--- src/rtl/noc_gpu_port.sv ---
// noc_gpu_port: attaches one GPU node's 16-bit flit pins to a NoC router link.
//   TX: GPU flit pulses -> FWFT FIFO -> valid/ready link (one skid entry kept free).
//   RX: link flits filtered on dest ID [15:10]; matches delivered to the GPU as
//       one-cycle pulses, each followed by a mandatory gap cycle.
// Optional: define NOC_GPU_PORT_STATS_EN to build the tx/rx/drop counters;
// without it the three counter outputs are tied to zero.
// Link handshake: a flit moves on a cycle where valid and ready are both high;
// the sender holds data stable while valid is high and ready is low.
module noc_gpu_port #(
    parameter int LOCAL_ID = 28,
    parameter int TX_DEPTH = 8,
    parameter int CNT_W    = 16,
    localparam int LVL_W   = $clog2(TX_DEPTH) + 1,
    localparam int PTR_W   = $clog2(TX_DEPTH)
) (
    input  logic             ACLK,
    input  logic             ARESETn,
    input  logic [15:0]      gpu_tx_data,
    input  logic             gpu_tx_valid,
    output logic             gpu_tx_ready,
    output logic [15:0]      gpu_rx_data,
    output logic             gpu_rx_valid,
    input  logic             gpu_rx_ready,
    output logic [15:0]      link_tx_data,
    output logic             link_tx_valid,
    input  logic             link_tx_ready,
    input  logic [15:0]      link_rx_data,
    input  logic             link_rx_valid,
    output logic             link_rx_ready,
    output logic [LVL_W-1:0] tx_level,
    output logic             tx_overflow,
    output logic [CNT_W-1:0] tx_cnt,
    output logic [CNT_W-1:0] rx_cnt,
    output logic [CNT_W-1:0] drop_cnt,
    output logic [1:0]       rx_state_dbg
);

    typedef enum logic [1:0] {
        RX_IDLE    = 2'd0,
        RX_WAIT    = 2'd1,
        RX_PRESENT = 2'd2,
        RX_GAP     = 2'd3
    } rx_state_e;

    // ---------------- TX FIFO ----------------
    logic [15:0]      mem_q [TX_DEPTH];
    logic [PTR_W-1:0] wr_ptr_q, rd_ptr_q;
    logic [LVL_W-1:0] level_q, level_d;
    logic             tx_ready_q, tx_ready_d;
    logic             ovf_q, ovf_d;
    logic             push, pop, full_after_pop;

    assign pop            = (level_q != '0) & link_tx_ready;
    assign full_after_pop = (level_q == LVL_W'(TX_DEPTH)) & ~pop;
    assign push           = gpu_tx_valid & ~full_after_pop;
    assign level_d        = level_q + LVL_W'(push) - LVL_W'(pop);
    // Ready is registered one cycle ahead of the GPU's strobe, so keep one skid slot.
    assign tx_ready_d     = (level_d <= LVL_W'(TX_DEPTH - 2));
    assign ovf_d          = ovf_q | (gpu_tx_valid & full_after_pop);

    // FIFO storage: contents need no reset, the pointers define validity.
    always_ff @(posedge ACLK) begin
        if (push) mem_q[wr_ptr_q] <= gpu_tx_data;
    end

    // FIFO pointers, occupancy, registered ready and sticky overflow.
    always_ff @(posedge ACLK or negedge ARESETn) begin
        if (!ARESETn) begin
            wr_ptr_q   <= '0;
            rd_ptr_q   <= '0;
            level_q    <= '0;
            tx_ready_q <= 1'b0;
            ovf_q      <= 1'b0;
        end else begin
            if (push) wr_ptr_q <= wr_ptr_q + PTR_W'(1);
            if (pop)  rd_ptr_q <= rd_ptr_q + PTR_W'(1);
            level_q    <= level_d;
            tx_ready_q <= tx_ready_d;
            ovf_q      <= ovf_d;
        end
    end

    assign link_tx_data  = mem_q[rd_ptr_q];
    assign link_tx_valid = (level_q != '0);
    assign tx_level      = level_q;
    assign gpu_tx_ready  = tx_ready_q;
    assign tx_overflow   = ovf_q;

    // ---------------- RX filter / delivery FSM ----------------
    rx_state_e   state_q, state_d;
    logic [15:0] hold_q, hold_d;
    logic [15:0] rx_data_q, rx_data_d;
    logic        rx_valid_q, rx_valid_d;
    logic        rx_ready_q, rx_ready_d;
    logic        dest_match;

    assign dest_match = (link_rx_data[15:10] == 6'(LOCAL_ID));

    // Next-state and next-output logic for the RX path.
    always_comb begin
        state_d   = state_q;
        hold_d    = hold_q;
        rx_data_d = rx_data_q;
        unique case (state_q)
            RX_IDLE: begin
                if (link_rx_valid && rx_ready_q && dest_match) begin
                    hold_d  = link_rx_data;
                    state_d = RX_WAIT;
                end
            end
            RX_WAIT: begin
                if (gpu_rx_ready) begin
                    rx_data_d = hold_q;
                    state_d   = RX_PRESENT;
                end
            end
            RX_PRESENT: state_d = RX_GAP;
            RX_GAP:     state_d = RX_IDLE;
            default:    state_d = RX_IDLE;
        endcase
        rx_valid_d = (state_d == RX_PRESENT);
        rx_ready_d = (state_d == RX_IDLE);
    end

    // RX state register and registered GPU/link outputs.
    always_ff @(posedge ACLK or negedge ARESETn) begin
        if (!ARESETn) begin
            state_q    <= RX_IDLE;
            hold_q     <= '0;
            rx_data_q  <= '0;
            rx_valid_q <= 1'b0;
            rx_ready_q <= 1'b0;
        end else begin
            state_q    <= state_d;
            hold_q     <= hold_d;
            rx_data_q  <= rx_data_d;
            rx_valid_q <= rx_valid_d;
            rx_ready_q <= rx_ready_d;
        end
    end

    assign gpu_rx_data   = rx_data_q;
    assign gpu_rx_valid  = rx_valid_q;
    assign link_rx_ready = rx_ready_q;
    assign rx_state_dbg  = state_q;

    // ---------------- Statistics ----------------
`ifdef NOC_GPU_PORT_STATS_EN
    logic [CNT_W-1:0] tx_cnt_q, rx_cnt_q, drop_cnt_q;
    logic             deliver, drop_evt;

    assign deliver  = (state_q == RX_WAIT) & gpu_rx_ready;
    assign drop_evt = (state_q == RX_IDLE) & link_rx_valid & rx_ready_q & ~dest_match;

    // Saturating event counters.
    always_ff @(posedge ACLK or negedge ARESETn) begin
        if (!ARESETn) begin
            tx_cnt_q   <= '0;
            rx_cnt_q   <= '0;
            drop_cnt_q <= '0;
        end else begin
            if (pop && !(&tx_cnt_q))        tx_cnt_q   <= tx_cnt_q + CNT_W'(1);
            if (deliver && !(&rx_cnt_q))    rx_cnt_q   <= rx_cnt_q + CNT_W'(1);
            if (drop_evt && !(&drop_cnt_q)) drop_cnt_q <= drop_cnt_q + CNT_W'(1);
        end
    end

    assign tx_cnt   = tx_cnt_q;
    assign rx_cnt   = rx_cnt_q;
    assign drop_cnt = drop_cnt_q;
`else
    assign tx_cnt   = '0;
    assign rx_cnt   = '0;
    assign drop_cnt = '0;
`endif

endmodule

--- config.mk ---
export PLATFORM = sky130hd
export DESIGN_NAME = noc_gpu_port
export DESIGN_NICKNAME = d
export VERILOG_FILES = /design/src/rtl/noc_gpu_port.sv
export SDC_FILE = /design/constraint.sdc
export NUM_CORES = 1
export LEC_CHECK = 0
export ABC_AREA = 1
export BUFFER_PORTS_ARGS = -buffer_cell sky130_fd_sc_hd__buf_2
export CAP_MARGIN = 30
export CELL_PAD_IN_SITES_DETAIL_PLACEMENT = 1
export CELL_PAD_IN_SITES_GLOBAL_PLACEMENT = 2
export CORE_UTILIZATION = 39
export DETAILED_ROUTE_END_ITERATION = 8
export GPL_TIMING_DRIVEN = 0
export HOLD_SLACK_MARGIN = 0.02
export PLACE_DENSITY_LB_ADDON = 0.25
export SETUP_SLACK_MARGIN = 0.4
export SLEW_MARGIN = 10
export SYNTH_ARGS = -nofsm -noshare
export SYNTH_HDL_FRONTEND = slang
export SYNTH_SLANG_ARGS = --single-unit
--- constraint.sdc ---
create_clock -name ACLK -period 6.7 [get_ports ACLK]
set_clock_uncertainty 0.15 [all_clocks]
set_input_delay 1.005 -clock ACLK [delete_from_list [all_inputs] [get_ports ACLK]]
set_output_delay 1.005 -clock ACLK [all_outputs]
set_load 0.01 [all_outputs]
==> run summary <==
Share of cells above drive strength 1 = 23.5%
Routed via count = 5261
Gr usage total = 20.6%
Initial Util = 40.0%
Vias in the first global route = 5513
Die H = 141 um
Register bit total from synthesis = 176
Total wire length = 19.3 mm
Largest family of logic cells by synthesized area = simple AND/OR/NAND/NOR gates
Die Area = 19900 um^2
Post-layout net count = 909
Final hold vios = 0
Crit-path max FO = 10
CP Launch Type = flip-flop
Design area = 9180 um^2
Mapped Cells = 707
I/O Pins = 129
Top_reg_cell synth = edfxtp_1
Largest net degree at the start of global routing = 27
Final period util = 50.1%
CTS tree = yes
H-tree lvl count = 4
Unique masters post-synth = 26
Row cnt = 50
Sw power = 1490 uW
Min cycle time layout = 3.36 ns
Status = finished clean
Max VDD drop = 231 uV
Flop pwr share = 37.7%
P per Cell Area = 423 nW/um^2
PortBufs = 80
TritonCTS Sinks = 176
Sw Ratio = 38.5%
Initial antenna violation count = 1
Post-synth ARST share = 27.3%
Post CTS Setup Buffer Count = 0
Seq/Total Area, Yosys = 66.9%
Post-Synth Simple-Gate Area = 16.4%
Layout area overhead = 21.7%
Total design power = 3880 uW
Clock Path Buffers = 2
Req. time, crit path = 5.54 ns
Max Clock Freq = 298 MHz
Core Region = 18800 um^2
Worst Path Class, Setup = flip-flop to output pin
XOR/XNOR Fraction of Synth Area = 0.349%
Max-cap violations = 0
Rel. slew slack = 50.8%
Mapped cell area = 7540 um^2
DR WL/cell = 17.0 um
Cell leakage power = 0.00420 uW
Hold_buf cts = 0
Adder-cell share of the synthesized area = 1.59%
Gp weighted congestion = 0.729
Worst Hold Class = flip-flop to flip-flop
Congestion Overflow GR = 0
Resized Gates After CTS = 0
Drt first pass iters = 4
Final hold slack = 0.317 ns
Worst setup EP type = output pin
CTS root buf = clkbuf_16
# diodes = 0
Synth Warn # = 0
Final setup fails = 0
Combinational share of power = 36.8%
Mean post-synth cell area = 10.7 um^2
Worst-Margin Slew = 0.738 ns
Detail Route Antenna Nets = 0
Reg clk slew, reported paths = 0.07 ns
Setup TNS Final = 0 ns
CTS Buf Count = 17
Multiplexer area fraction after synthesis = 0%
Die Width = 141 um
First DRT Iteration DRCs = 290
Post-synthesis compound-gate area fraction = 5.51%
Placement Cell Area = 8590 um^2
Vias per Instance = 4.64
Fin. max-slew vios = 0
First-pass GRT wire length = 29.9 mm
Pint = 2390 uW
Worst skew pair latency = 0.44 ns
# DRC = 0
Clock share of power = 25.4%
DP HPWL = 13.2 mm
Arrival time of the worst setup path = 2.20 ns
Post-synth EDFFs = 128
RSZ-0062 raised after global routing = false
Layout fillers = 2127
==> layer usage <==
metal | vias to the layer above | GRT usage, % | share of wire (%)
met5 | - | 0 | 0
met3 | 23 | 5.37 | 5.6
met2 | 153 | 34.9 | 50
met1 | 2559 | 25.6 | 43
li1 | 2526 | - | -
met4 | 0 | 6.81 | 1.6
==> sequential cells by signal, summed over array words and instances, names as in the netlist <==
register,cells
link_rx_ready,1
rd_ptr_q,3
tx_level,4
mem_q,128
wr_ptr_q,3
hold_q,16
tx_overflow,1
gpu_rx_data,16
gpu_tx_ready,1
gpu_rx_valid,1
rx_state_dbg,2
==> cell usage after synthesis (8+ instances only) <==
library cell / instances / area [um^2]
nor2_1: 68 / 255
buf_2: 17 / 85.1
o21ai_0: 40 / 200
o211ai_1: 17 / 128
edfxtp_1: 128 / 3840
inv_1: 40 / 150
nand3_1: 8 / 40.0
o21ai_1: 15 / 75.1
nand2_1: 243 / 912
buf_4: 53 / 398
ha_1: 8 / 100
dfrtp_1: 48 / 1200
==> per-stage QoR <==
step	std cells	util [%]	setup slack, ns
after floorplan	754	-	3.91
after global placement	1094	44.8	3.10
after detailed placement	1103	45.6	3.46
after CTS	1135	48.7	3.31
after global routing	1135	48.7	3.19
final	1135	48.7	3.34
==> power groups by stage <==
| stage | registers [uW] | clock network (uW) | logic (uW) |
|---|---|---|---|
| 4_1_cts | 1460 | 1000 | 1450 |
| 3_5_place_dp | 1480 | 0 | 1440 |
| 6_report | 1460 | 986 | 1430 |
| 5_1_grt | 1480 | 1040 | 1610 |
| 2_1_floorplan | 1500 | 0 | 831 |
| 3_3_place_gp | 1480 | 0 | 1350 |
==> cell families after synthesis <==
logic type	Yosys count
AND/OR/NAND/NOR	323
flip-flops	176
buffers and inverters	121
AO/OA/AOI/OAI	74
adder cells (fa/ha/maj)	9
XOR/XNOR	3
other	1
==> layout by cell type, fill, tap and decap left out, types with 4 or more instances in the layout <==
| cell type | n |
|---|---|
| nand2_1 | 243 |
| edfxtp_1 | 128 |
| buf_2 | 97 |
| nor2_1 | 60 |
| buf_4 | 53 |
| conb_1 | 48 |
| dfrtp_1 | 48 |
| inv_1 | 40 |
| o21ai_0 | 40 |
| clkbuf_16 | 19 |
| o211ai_1 | 17 |
| o21ai_1 | 15 |
| inv_6 | 9 |
| nand3_1 | 8 |
| nor2_2 | 8 |
| ha_1 | 8 |
| buf_8 | 6 |
| buf_6 | 4 |
==> worst max-delay path, cell delays in order (launching register included) <==
cell	delay (ns)
dfrtp_1	0.32
buf_2	0.24
clkinv_1	0.35
buf_1	0.43
nand2_1	0.17
nand2_1	0.10
buf_2	0.15
==> path summary, 6_finish.rpt <==
| path | start | end | slack (ns) | depth (start not counted) |
|---|---|---|---|---|
| max | rd_ptr_q[2] | link_tx_data[5] | 3.34 | 6 |
| min | hold_q[14] | hold_q[14] | 0.32 | 2 |
| max reg2reg | tx_level[3] | gpu_tx_ready | 3.89 | 15 |
| min reg2reg | hold_q[14] | hold_q[14] | 0.32 | 2 |
| max in group asynchronous | ARESETn | rd_ptr_q[2] | 5.43 | 2 |
| min in group asynchronous | ARESETn | hold_q[5] | 0.41 | 1 |
==> area by class of cell <==
type	count	area [um^2]	share of cell area, %
inverters	44	165	1.80
flip-flops and latches	176	5040	55.0
plain buffers	77	524	5.71
multi-input cells	457	2000	21.8
clock inverters	13	108	1.17
clock buffers	19	475	5.18
well taps	260	325	3.55
repair buffers	89	533	5.81
No activity file was read; power rests on OpenSTA's default activity.
